**src/rtl/pipe_stage_skid.sv**
```systemverilog
// Valid/ready pipeline stage with a 2-entry skid buffer.
// Both ready and data paths are registered; flush and stall accounting included.
module pipe_stage_skid #(
  parameter int              DW     = 64,
  parameter logic [DW-1:0]   BUBBLE = '0,
  parameter int              CNT_W  = 16
) (
  input  logic             clk,
  input  logic             reset,
  input  logic             flush,
  input  logic             in_valid,
  output logic             in_ready,
  input  logic [DW-1:0]    in_data,
  output logic             out_valid,
  input  logic             out_ready,
  output logic [DW-1:0]    out_data,
  output logic [1:0]       occupancy,
  output logic [CNT_W-1:0] stall_cnt
);

  localparam logic [1:0] EMPTY = 2'd0;
  localparam logic [1:0] BUSY  = 2'd1;
  localparam logic [1:0] FULL  = 2'd2;

  logic [1:0]    state, state_d;
  logic [DW-1:0] main_q, main_d;
  logic [DW-1:0] skid_q, skid_d;
  logic          rdy_q;
  logic          vld;
  logic          in_fire;
  logic          out_fire;

  assign vld      = (state != EMPTY);
  assign in_fire  = in_valid & rdy_q;
  assign out_fire = vld & out_ready;

  always_comb begin
    state_d = state;
    main_d  = main_q;
    skid_d  = skid_q;
    unique case (state)
      EMPTY: begin
        if (in_fire) begin
          state_d = BUSY;
          main_d  = in_data;
        end
      end
      BUSY: begin
        if (in_fire && out_fire) begin
          main_d = in_data;
        end else if (in_fire) begin
          state_d = FULL;
          skid_d  = in_data;
        end else if (out_fire) begin
          state_d = EMPTY;
          main_d  = BUBBLE;
        end
      end
      FULL: begin
        if (out_fire) begin
          state_d = BUSY;
          main_d  = skid_q;
          skid_d  = BUBBLE;
        end
      end
      default: begin
        state_d = EMPTY;
        main_d  = BUBBLE;
        skid_d  = BUBBLE;
      end
    endcase
    // flush discards held entries and any entry offered this cycle
    if (flush) begin
      state_d = EMPTY;
      main_d  = BUBBLE;
      skid_d  = BUBBLE;
    end
  end

  always_ff @(posedge clk) begin
    if (reset) begin
      state     <= EMPTY;
      main_q    <= BUBBLE;
      skid_q    <= BUBBLE;
      rdy_q     <= 1'b1;
      stall_cnt <= '0;
    end else begin
      state  <= state_d;
      main_q <= main_d;
      skid_q <= skid_d;
      rdy_q  <= (state_d != FULL);
      if (vld && !out_ready && (stall_cnt != '1))
        stall_cnt <= stall_cnt + 1'b1;
    end
  end

  assign in_ready  = rdy_q;
  assign out_valid = vld;
  assign out_data  = main_q;
  assign occupancy = state;

endmodule

```
**config.mk**
```make
export PLATFORM = sky130hd
export DESIGN_NAME = pipe_stage_skid
export DESIGN_NICKNAME = d
export VERILOG_FILES = /design/src/rtl/pipe_stage_skid.sv
export SDC_FILE = /design/constraint.sdc
export NUM_CORES = 1
export LEC_CHECK = 0
export CAP_MARGIN = 20
export CORE_MARGIN = 3
export CORE_UTILIZATION = 39
export DETAILED_ROUTE_END_ITERATION = 7
export PLACE_DENSITY = 0.67
export SETUP_SLACK_MARGIN = 0.4
export SYNTH_ARGS = -nofsm -noshare
export SYNTH_HDL_FRONTEND = slang
export SYNTH_SLANG_ARGS = --single-unit
export TNS_END_PERCENT = 30
```
**constraint.sdc**
```tcl
create_clock -name clk -period 2.3 [get_ports clk]
set_input_delay 0.46 -clock clk [delete_from_list [all_inputs] [get_ports clk]]
set_output_delay 0.46 -clock clk [all_outputs]
set_load 0.005 [all_outputs]
```
==> impl_metrics.toml <==
[status]
outcome = "finished, final reports clean"

[setup_path]
crit_required_ps = 2650
worstPathCellList = "ha_4, nand3_4, or4_4, or4_1, a21oi_1"
critPathTopFamily = "simple AND/OR/NAND/NOR gates"
critPathLaunchType = "flop"
worstPathMaxFanout = 6
cp_num_buf_inv = 0
critical_path.endpoint_type = "flop"
critical_path.slowest_cell = "or4_4"
cp-endpoint = "stall_cnt[14]"
worst_path_largest_cell_delay_ps = 550
timing.critical_path.arrival_ps = 2230
reg2reg_slack_ps = 420
timing.rr.end = "stall_cnt[14]"
critPathKind = "reg2reg"
r2r-start = "stall_cnt[0]"
setup.worst_path.start = "stall_cnt[0]"
timing.reg2reg.worst_path_depth = 5
cp.depth = 5

[clock_tree]
cts.root.buffer_cell = "clkbuf_16"
tritoncts = "yes"
cts_buffers = 17
clockBufferDepth = 2
cts_num_sinks = 147
htree_num_levels = 4
hold_buffers = 0
path_clk_slew_ps = 60
worstSkewPairLatency_ps = 420

[grt]
initial_antenna_violation_count = 0
global_route.overflow_total = 0
grt.total_usage = 0.193
number_of_global_route_vias_before_repair = 5850
grt_max_degree = 92
grt_pass1_wl_mm = 29.4

[synth]
ys_seq_elements = 147
largest_family_of_logic_cells_by_synthesized_area = "compound AO/OA/AOI/OAI gates"
post_synthesis_cell_count = 700
netlist.area_leader.share = 0.438
synth-async-reset-ratio = 0
synth_most_common_cell = "dfxtp_1"
synth_area_um2 = 6720
synth_compound_area_frac = 0.269
synth_fp_nets = 770
dominant_cell_type_by_area_after_synthesis = "dfxtp_1"
yosys.area_share.adder = 0.00186
synth.distinct_cells = 41
synth_simple_gate_area_share = 0.146
synth_edf_count = 0
synth_seq_area_share = 0.438
post_synth_main_area_contributors = "dfxtp_1, mux2i_1, a22o_1"
synth_top_cells_by_count = "dfxtp_1, nor2_1, a22oi_1, mux2i_1"
synthesis.yosys.warnings = 0
main_synth_ff_type = "dfxtp_1"
synth.area.mux_share = 0.0985
syn_area_per_cell_um2 = 9.60
yosys.area_share.xor_xnor = 0.00261

[die]
die_w_um = 137
start_util = 0.402
core_rows = 47
die_area_um2 = 18800
floorplan.core_area_um2 = 16700
die_h_um = 137
io_pins = 153

[detailed_routing]
highest_layer = "met4"
routed-via-count = 5853
drt_wl_total_mm = 18.2
drt-met1-wl_mm = 8.12
drtIter0Drc = 316
route.met3.wl_mm = 1.00
dr_wl_met2_mm = 8.76
drtPass1Iterations = 5
via_per_inst = 5.54
antenna_left = 0
post-route-drc-count = 0
wl_per_cell_um = 17.2

[sta]
fin_crit_sh = 0.818
setup_total_negative_slack_ps = 0
worst-slew-pin-transition_ps = 469
hold_violations = 0
finalMaxSlewViolations = 0
max_freq_mhz = 532
worst_slew_margin_rel = 0.687
timing.clock.skew_ps = 11.3
min_period_ps = 1880
rsz0062_at_grt = "true"
report.final.setup_viol = 0

[power]
peakVddDrop_uv = 512
power.density_cell_area_nw_per_um2 = 664
leakage_power_nw = 3.12

[layout]
areaGrowthSynthToFinish_pct = 36.0
post_route_cells_drive_above_1_share = 0.0860
num-nets-final = 894
stdcell_count = 1057
antenna_cells_inserted = 0

[run]
maximum_capacitance_violations = 0

[placement]
gpl.final_weighted_congestion = 0.740
inst_count_dp = 1024
detailedPlacementHpwl_mm = 11.3
numPortBuffers = 152

[min_path]
number_of_cells_on_the_worst_hold_path = 1
holdCritPathClass = "reg2reg"
cells in the final DEF (no fill, tap or decap), types with 4 or more instances in the layout:
| cell type | instances |
|---|---|
| clkdlybuf4s50_1 | 150 |
| dfxtp_1 | 142 |
| nor2_1 | 70 |
| a22oi_1 | 65 |
| mux2i_1 | 65 |
| a22o_1 | 64 |
| o2bb2ai_1 | 64 |
| and2_1 | 64 |
| clkbuf_16 | 17 |
| a21oi_1 | 13 |
| buf_4 | 13 |
| o21ai_0 | 9 |
| nand2_1 | 9 |
| or3_1 | 8 |
| buf_12 | 7 |
| nand4_1 | 5 |
| o31ai_1 | 5 |
| or4_1 | 5 |
| inv_1 | 4 |
| clkinv_4 | 4 |
| clkbuf_1 | 4 |
what timing repair did:
| item | in CTS | in global routing |
|---|---|---|
| endpoints found under the hold margin | 0 | 0 |
| endpoints found under the setup margin | 12 | 19 |
| pin swaps | 0 | 1 |
| gates resized for setup | 10 | 4 |
| setup buffers | 1 | 0 |
metal layers:
| metal | vias to the layer above | track usage |
|---|---|---|
| met5 | - | 0 |
| met1 | 2811 | 0.244 |
| met2 | 166 | 0.325 |
| met3 | 20 | 0.0486 |
| met4 | 0 | 0.0610 |
| li1 | 2856 | - |
state kept, by name, indices dropped and copies added (netlist names):
signal / cells
skid_q: 64
stall_cnt: 16
occupancy: 2
out_data: 64
in_ready: 1
worst min path at each step:
stage / from / end / slack [ps]
6_report: out_data[15] / out_data[15] / 460
5_1_grt: out_data[1] / out_data[1] / 480
4_1_cts: out_data[15] / out_data[15] / 460
3_5_place_dp: out_data[35] / out_data[35] / 450
3_3_place_gp: out_data[58] / out_data[58] / 440
2_1_floorplan: out_data[0] / out_data[0] / 460
final cells by class:
type / instances / area (um2)
Clock buffer: 21 / 440
Clock inverter: 11 / 131
Fill cell: 1502 / 7560
Inverter: 4 / 15.0
Multi-Input combinational cell: 481 / 3560
Sequential cell: 147 / 2950
Tap cell: 220 / 275
Timing Repair Buffer: 173 / 1760
stage by stage:
stage	hold slack, ps	setup WS, ps	util	total power, mW	instance area [um2]
detailed placement	445	106	0.510	3.43	8510
CTS	463	371	0.545	6.13	9110
global placement	443	144	0.510	3.42	8510
global route	479	369	0.547	6.30	9140
finish	459	420	0.547	6.06	9140
floorplan	456	451	-	3.06	6720
kinds of logic after synthesis:
kind of cell | after synthesis
AOI/OAI and AO/OA | 226
buffers and inverters | 72
muxes | 66
DFF | 147
adders and majority gates | 1
xor gates and xnor gates | 2
and+or+nand+nor | 186
power breakdown:
part           leakage [nW]  internal (mW)  total, mW  switching (mW)
combinational          1.66          0.397      0.736           0.338
sequential             1.19           2.60       2.64          0.0342
clock                 0.268           1.60       2.69            1.09
total                  3.12           4.60       6.06            1.46
worst register-to-register path, cell delays in order, from the launching register on:
cell and delay (ps):
dfxtp_2 390, ha_4 170, nand3_4 120, or4_4 550
or4_1 440, a21oi_1 150
Power figures use the tool's default switching activity.
